===== config.mk =====
export PLATFORM = sky130hd
export DESIGN_NAME = dec_tlu_trigger_csr
export DESIGN_NICKNAME = d
export VERILOG_FILES = /design/src/rtl/dec_tlu_trigger_csr_pkg.sv /design/src/rtl/dec_tlu_trigger_slot.sv /design/src/rtl/dec_tlu_trigger_csr.sv
export SDC_FILE = /design/constraint.sdc
export NUM_CORES = 1
export LEC_CHECK = 0
export CORE_ASPECT_RATIO = 1.1
export CORE_MARGIN = 2
export CORE_UTILIZATION = 35
export CTS_CLUSTER_DIAMETER = 100
export DETAILED_ROUTE_END_ITERATION = 16
export PLACE_DENSITY = 0.6
export SETUP_SLACK_MARGIN = 0.4
export SYNTH_ARGS = -nofsm -noshare
export SYNTH_HDL_FRONTEND = slang
export SYNTH_HIERARCHICAL = 1
export SYNTH_SLANG_ARGS = --single-unit
export TNS_END_PERCENT = 50

===== constraint.sdc =====
create_clock -name clk -period 1.65 [get_ports clk]
set_input_delay 0.165 -clock clk [delete_from_list [all_inputs] [get_ports clk]]
set_output_delay 0.165 -clock clk [all_outputs]
set_load 0.01 [all_outputs]

===== src/rtl/dec_tlu_trigger_csr_pkg.sv =====
// rtl/dec_tlu_trigger_csr_pkg.sv - trigger CSR addresses, mcontrol bit positions and trigger packet type
package swerv_types;

  localparam logic [11:0] TSELECT = 12'h7A0;
  localparam logic [11:0] TDATA1  = 12'h7A1;
  localparam logic [11:0] TDATA2  = 12'h7A2;

  localparam logic [3:0] MC_TYPE_VAL = 4'h2;

  localparam int MC_TYPE_LSB   = 60;
  localparam int MC_DMODE      = 59;
  localparam int MC_HIT        = 20;
  localparam int MC_SELECT     = 19;
  localparam int MC_ACTION_LSB = 12;
  localparam int MC_CHAIN      = 11;
  localparam int MC_MATCH_LSB  = 7;
  localparam int MC_M          = 6;
  localparam int MC_EXECUTE    = 2;
  localparam int MC_STORE      = 1;
  localparam int MC_LOAD       = 0;

  typedef struct packed {
    logic        select;
    logic        match;
    logic        store;
    logic        load;
    logic        execute;
    logic        m;
    logic [63:0] tdata2;
  } trigger_pkt_t;

endpackage


===== src/rtl/dec_tlu_trigger_slot.sv =====
// rtl/dec_tlu_trigger_slot.sv - one trigger's tdata1/tdata2 state with dmode lock and sticky hit merge
module dec_tlu_trigger_slot
  import swerv_types::*;
#(
  parameter bit CHAIN_EN = 1'b0
) (
  input  logic         clk,
  input  logic         rst_l,
  input  logic         wr_tdata1,
  input  logic         wr_tdata2,
  input  logic [63:0]  wrdata,
  input  logic         dec_tlu_debug_mode,
  input  logic         hit_set,
  output trigger_pkt_t pkt,
  output logic         chain,
  output logic [63:0]  tdata1
);

  logic        dmode, hit, select, match, m, execute, store, load, chain_q;
  logic [63:0] tdata2;
  logic        locked, wr1, wr2;

  // A debugger-owned trigger cannot be touched from machine mode at all.
  assign locked = dmode & ~dec_tlu_debug_mode;
  assign wr1    = wr_tdata1 & ~locked;
  assign wr2    = wr_tdata2 & ~locked;

  always_ff @(posedge clk or negedge rst_l) begin
    if (!rst_l) begin
      dmode   <= 1'b0;
      hit     <= 1'b0;
      select  <= 1'b0;
      match   <= 1'b0;
      m       <= 1'b0;
      execute <= 1'b0;
      store   <= 1'b0;
      load    <= 1'b0;
      chain_q <= 1'b0;
      tdata2  <= '0;
    end else begin
      if (wr1) begin
        dmode   <= wrdata[MC_DMODE] & dec_tlu_debug_mode;
        hit     <= wrdata[MC_HIT] | hit_set;
        select  <= wrdata[MC_SELECT];
        match   <= wrdata[MC_MATCH_LSB];
        m       <= wrdata[MC_M];
        execute <= wrdata[MC_EXECUTE];
        store   <= wrdata[MC_STORE];
        load    <= wrdata[MC_LOAD];
        chain_q <= CHAIN_EN & wrdata[MC_CHAIN];
      end else if (hit_set) begin
        hit <= 1'b1;
      end
      if (wr2) tdata2 <= wrdata;
    end
  end

  always_comb begin
    tdata1                                  = '0;
    tdata1[MC_TYPE_LSB+3:MC_TYPE_LSB]       = MC_TYPE_VAL;
    tdata1[MC_DMODE]                        = dmode;
    tdata1[MC_HIT]                          = hit;
    tdata1[MC_SELECT]                       = select;
    tdata1[MC_ACTION_LSB]                   = dmode;
    tdata1[MC_CHAIN]                        = chain_q;
    tdata1[MC_MATCH_LSB]                    = match;
    tdata1[MC_M]                            = m;
    tdata1[MC_EXECUTE]                      = execute;
    tdata1[MC_STORE]                        = store;
    tdata1[MC_LOAD]                         = load;
  end

  assign pkt.select  = select;
  assign pkt.match   = match;
  assign pkt.store   = store;
  assign pkt.load    = load;
  assign pkt.execute = execute;
  assign pkt.m       = m;
  assign pkt.tdata2  = tdata2;
  assign chain       = chain_q;

endmodule


===== src/rtl/dec_tlu_trigger_csr.sv =====
// rtl/dec_tlu_trigger_csr.sv - tselect register, trigger CSR decode, write steering and readback mux
module dec_tlu_trigger_csr
  import swerv_types::*;
#(
  parameter int NUM_TRIG = 4
) (
  input  logic                        clk,
  input  logic                        rst_l,
  input  logic                        dec_csr_wen,
  input  logic [11:0]                 dec_csr_waddr,
  input  logic [63:0]                 dec_csr_wrdata,
  input  logic [11:0]                 dec_csr_raddr,
  input  logic                        dec_tlu_debug_mode,
  input  logic [NUM_TRIG-1:0]         trigger_hit_set,
  output trigger_pkt_t [NUM_TRIG-1:0] trigger_pkt_any,
  output logic [1:0]                  trigger_chain,
  output logic [63:0]                 trig_csr_rddata,
  output logic                        trig_csr_rdhit
);

  logic [1:0]          tselect;
  logic [NUM_TRIG-1:0] sel, wr_tdata1, wr_tdata2, chain_vec;
  logic [63:0]         td1 [NUM_TRIG];
  logic                unused_chain;

  always_ff @(posedge clk or negedge rst_l) begin
    if (!rst_l) begin
      tselect <= 2'd0;
    end else if (dec_csr_wen && dec_csr_waddr == TSELECT) begin
      tselect <= dec_csr_wrdata[1:0];
    end
  end

  always_comb begin
    sel          = '0;
    sel[tselect] = 1'b1;
  end

  assign wr_tdata1 = sel & {NUM_TRIG{dec_csr_wen && dec_csr_waddr == TDATA1}};
  assign wr_tdata2 = sel & {NUM_TRIG{dec_csr_wen && dec_csr_waddr == TDATA2}};

  for (genvar i = 0; i < NUM_TRIG; i++) begin : g_slot
    dec_tlu_trigger_slot #(
      .CHAIN_EN((i % 2) == 0)
    ) u_slot (
      .clk               (clk),
      .rst_l             (rst_l),
      .wr_tdata1         (wr_tdata1[i]),
      .wr_tdata2         (wr_tdata2[i]),
      .wrdata            (dec_csr_wrdata),
      .dec_tlu_debug_mode(dec_tlu_debug_mode),
      .hit_set           (trigger_hit_set[i]),
      .pkt               (trigger_pkt_any[i]),
      .chain             (chain_vec[i]),
      .tdata1            (td1[i])
    );
  end

  // Odd slots are built without chain support, so their chain outputs are always zero.
  assign trigger_chain = {chain_vec[2], chain_vec[0]};
  assign unused_chain  = chain_vec[1] ^ chain_vec[3];

  always_comb begin
    trig_csr_rddata = '0;
    trig_csr_rdhit  = 1'b1;
    case (dec_csr_raddr)
      TSELECT: trig_csr_rddata = {62'd0, tselect};
      TDATA1:  trig_csr_rddata = td1[tselect];
      TDATA2:  trig_csr_rddata = trigger_pkt_any[tselect].tdata2;
      default: trig_csr_rdhit  = 1'b0;
    endcase
  end

endmodule

==> flow_summary_export.csv <==
group,metric,value,unit
run_status,status,"finished with violations",
run_status,violations,"setup timing",
global_route,met3_usage,0.04528,
global_route,grt_pass1_vias,13880,
sta,holdWs,0.07166,ns
sta,finalHoldViolations,0,
pwr,ir_drop,596.1,uV
global_route,grt_max_degree,71,
layout,areaGrowthSynthToFinish,54.73,%
routing,drc,0,
floorplanning,die_x,220.2,um
sta,worst_slew_pin_slew,0.5423,ns
placement,place_congestion,0.8354,
sta,skew,0.01890,ns
routing,drt_wl_total,59.82,mm
critical_path,end_kind,"output port",
critical_path,crit_start,"tselect[0]",
layout,seq_area,0.007315,mm2
pwr,leakagePower,13.90,nW
clock_network,cts.sinks,292,
floorplanning,dieHeight,241.8,um
critical_path,cp-start-kind,"flop",
routing,dr.pass1.iters,4,
floorplanning,io_pins,443,
critical_path,crit_path_end,"trig_csr_rddata[34]",
placement,port_buffers,442,
sta,max_freq,398.7,MHz
layout,layoutNonFillerInstCount,2723,
routing,via_count,12570,
routing,wl_per_cell,21.97,um
critical_path,crit_top_cell,"buf_6",
sta,slew_violations,0,
layout,nets,2124,
sta,rsz0062_at_grt,"true",
placement,place_hpwl,39.38,mm
critical_path,r2r_end,"g_slot[0].u_slot/tdata2[27]",
sta,finalWorstSetupSlack,-0.8580,ns
critical_path,r2r_start,"tselect[0]",
critical_path,crit_type,"flop to output port",
clock_network,clock_latency,0.55,ns
clock_network,cts_tree,"built",
placement,pre_cts_slack,-1.090,ns
synth,syn_area_per_cell,15.10,um2
routing,ant_nets,0,
clock_network,cts_buffer_depth,3,
clock_network,clk_pin_slew_worst_paths,0.06,ns
sta,max-slew-margin-rel,0.6385,
synth,yosys_warnings,6,
critical_path,ff2ff_path_depth,9,
routing,drtIter0Drc,511,
clock_network,h-tree-depth,2,
critical_path,crit_required,1.48,ns
flow_run,max_cap_violations,0,
global_route,met2_usage,0.3816,
routing,viasPerCell,4.617,
global_route,antenna_found_initial,5,
critical_path,slowest_stage,"dfrtp_4",
placement,placedCellCount,2552,
critical_path,crit_chain,"buf_6, buf_12, buf_16, buf_6, mux4_2, a22o_1, buf_2",
floorplanning,core_area,0.05105,mm2
sta,min_period,2.508,ns
global_route,grt_pass1_wl,86.46,mm
layout,final.fill_count,4331,
global_route,busiest_layer,"met2",
pwr,power_density,578.6,mW/mm2
layout,multiInputGateArea,0.009069,mm2
floorplanning,start_util,0.3524,
critical_path,path_max_fanout,5,
global_route,gr-usage-met1,0.2591,
sta,setup_viol,635,
floorplanning,num_rows,87,
floorplanning,die-area,0.05324,mm2
synth,syn-cell-area,0.01799,mm2
critical_path,arrival,2.34,ns
global_route,grtUsageTotal,0.2173,
min_path,hold_path_class,"input port to async pin",
sta,fin_crit_sh,1.520,
critical_path,max_stage_delay,0.53,ns
synth,netlist_instances,1192,
clock_network,cts_root_buf,"clkbuf_16",
global_route,grt.overflow.total,0,
layout,drive_gt1_frac,0.5185,
clock_network,cts_buffers,37,
critical_path,r2r_setup_slack,-0.57,ns
[worst min path at each step]
stage,to,slack (ns)
finish,g_slot[3].u_slot/tdata2[0],0.07
global route,g_slot[3].u_slot/tdata2[57],0.1
CTS,g_slot[3].u_slot/tdata2[0],0.05
detailed placement,g_slot[3].u_slot/tdata2[57],0.06
global placement,g_slot[3].u_slot/tdata2[57],0.06
floorplan,g_slot[0].u_slot/chain,-0.13
[cell usage in the layout, fill, tap and decap left out, drive strengths merged, types with 5 or more instances in the layout]
master         count
clkdlybuf4s50    367
mux2             290
nand2             16
conb             218
buf              551
clkbuf            66
nor2               7
nand2b             6
nand3b             5
mux4             125
dfrtp            292
dlygate4sd2        7
a22o              62
[routing by layer]
layer / up-vias / part of all wire
li1: 5624 / -
met1: 6509 / 0.39
met2: 336 / 0.52
met3: 98 / 0.055
met4: 6 / 0.032
met5: - / 0.00064
[cell type report]
class                           instances  share of cell area
Clock buffer                           58             0.04049
Timing Repair Buffer                  937              0.3384
Tap cell                              667             0.02998
Clock inverter                          7            0.002472
Multi-Input combinational cell        760              0.3257
Antenna cell                            2           0.0001798
Sequential cell                       292              0.2627
[per-stage QoR]
| step | setup TNS (ns) | cell area [um2] | power [mW] | util |
|---|---|---|---|---|
| 4_1_cts | -185.80 | 27210 | 16.32 | 0.5329 |
| 6_report | -182.43 | 27840 | 16.11 | 0.5453 |
| 3_3_place_gp | -351.44 | 24820 | 8.128 | 0.4861 |
| 2_1_floorplan | -96.38 | 18790 | 7.910 | - |
| 5_1_grt | -218.71 | 27840 | 16.70 | 0.5453 |
| 3_5_place_dp | -360.45 | 24820 | 8.138 | 0.4861 |
[power breakdown]
group / total [mW] / internal, mW / switching [mW]
clock: 8.06 / 4.84 / 3.22
combinational: 0.875 / 0.446 / 0.429
sequential: 7.18 / 7.17 / 0.00517
total: 16.1 / 12.5 / 3.65
[state kept, by name, summed over array words and instances (netlist names)]
| register | flops |
|---|---|
| g_slot.u_slot/chain | 2 |
| g_slot.u_slot/dmode | 4 |
| g_slot.u_slot/execute | 4 |
| g_slot.u_slot/hit | 4 |
| g_slot.u_slot/load | 4 |
| g_slot.u_slot/m | 4 |
| g_slot.u_slot/match | 4 |
| g_slot.u_slot/select | 4 |
| g_slot.u_slot/store | 4 |
| g_slot.u_slot/tdata2 | 256 |
| tselect | 2 |
[critical path: cells and delay by family (launching register included)]
family | cells | cell delay [ns]
compound gates | 1 | 0.19
flops | 1 | 0.53
mux | 1 | 0.40
buf+inv | 5 | 0.67
[what timing repair did]
item	CTS	global route
endpoints found under the setup margin	639	639
gates resized for setup	384	45
gates cloned	19	11
endpoints found under the hold margin	168	0
pin swaps	41	37
buffers inserted	49	24
hold buffers	1	0
No activity file was read; power rests on OpenSTA's default activity.
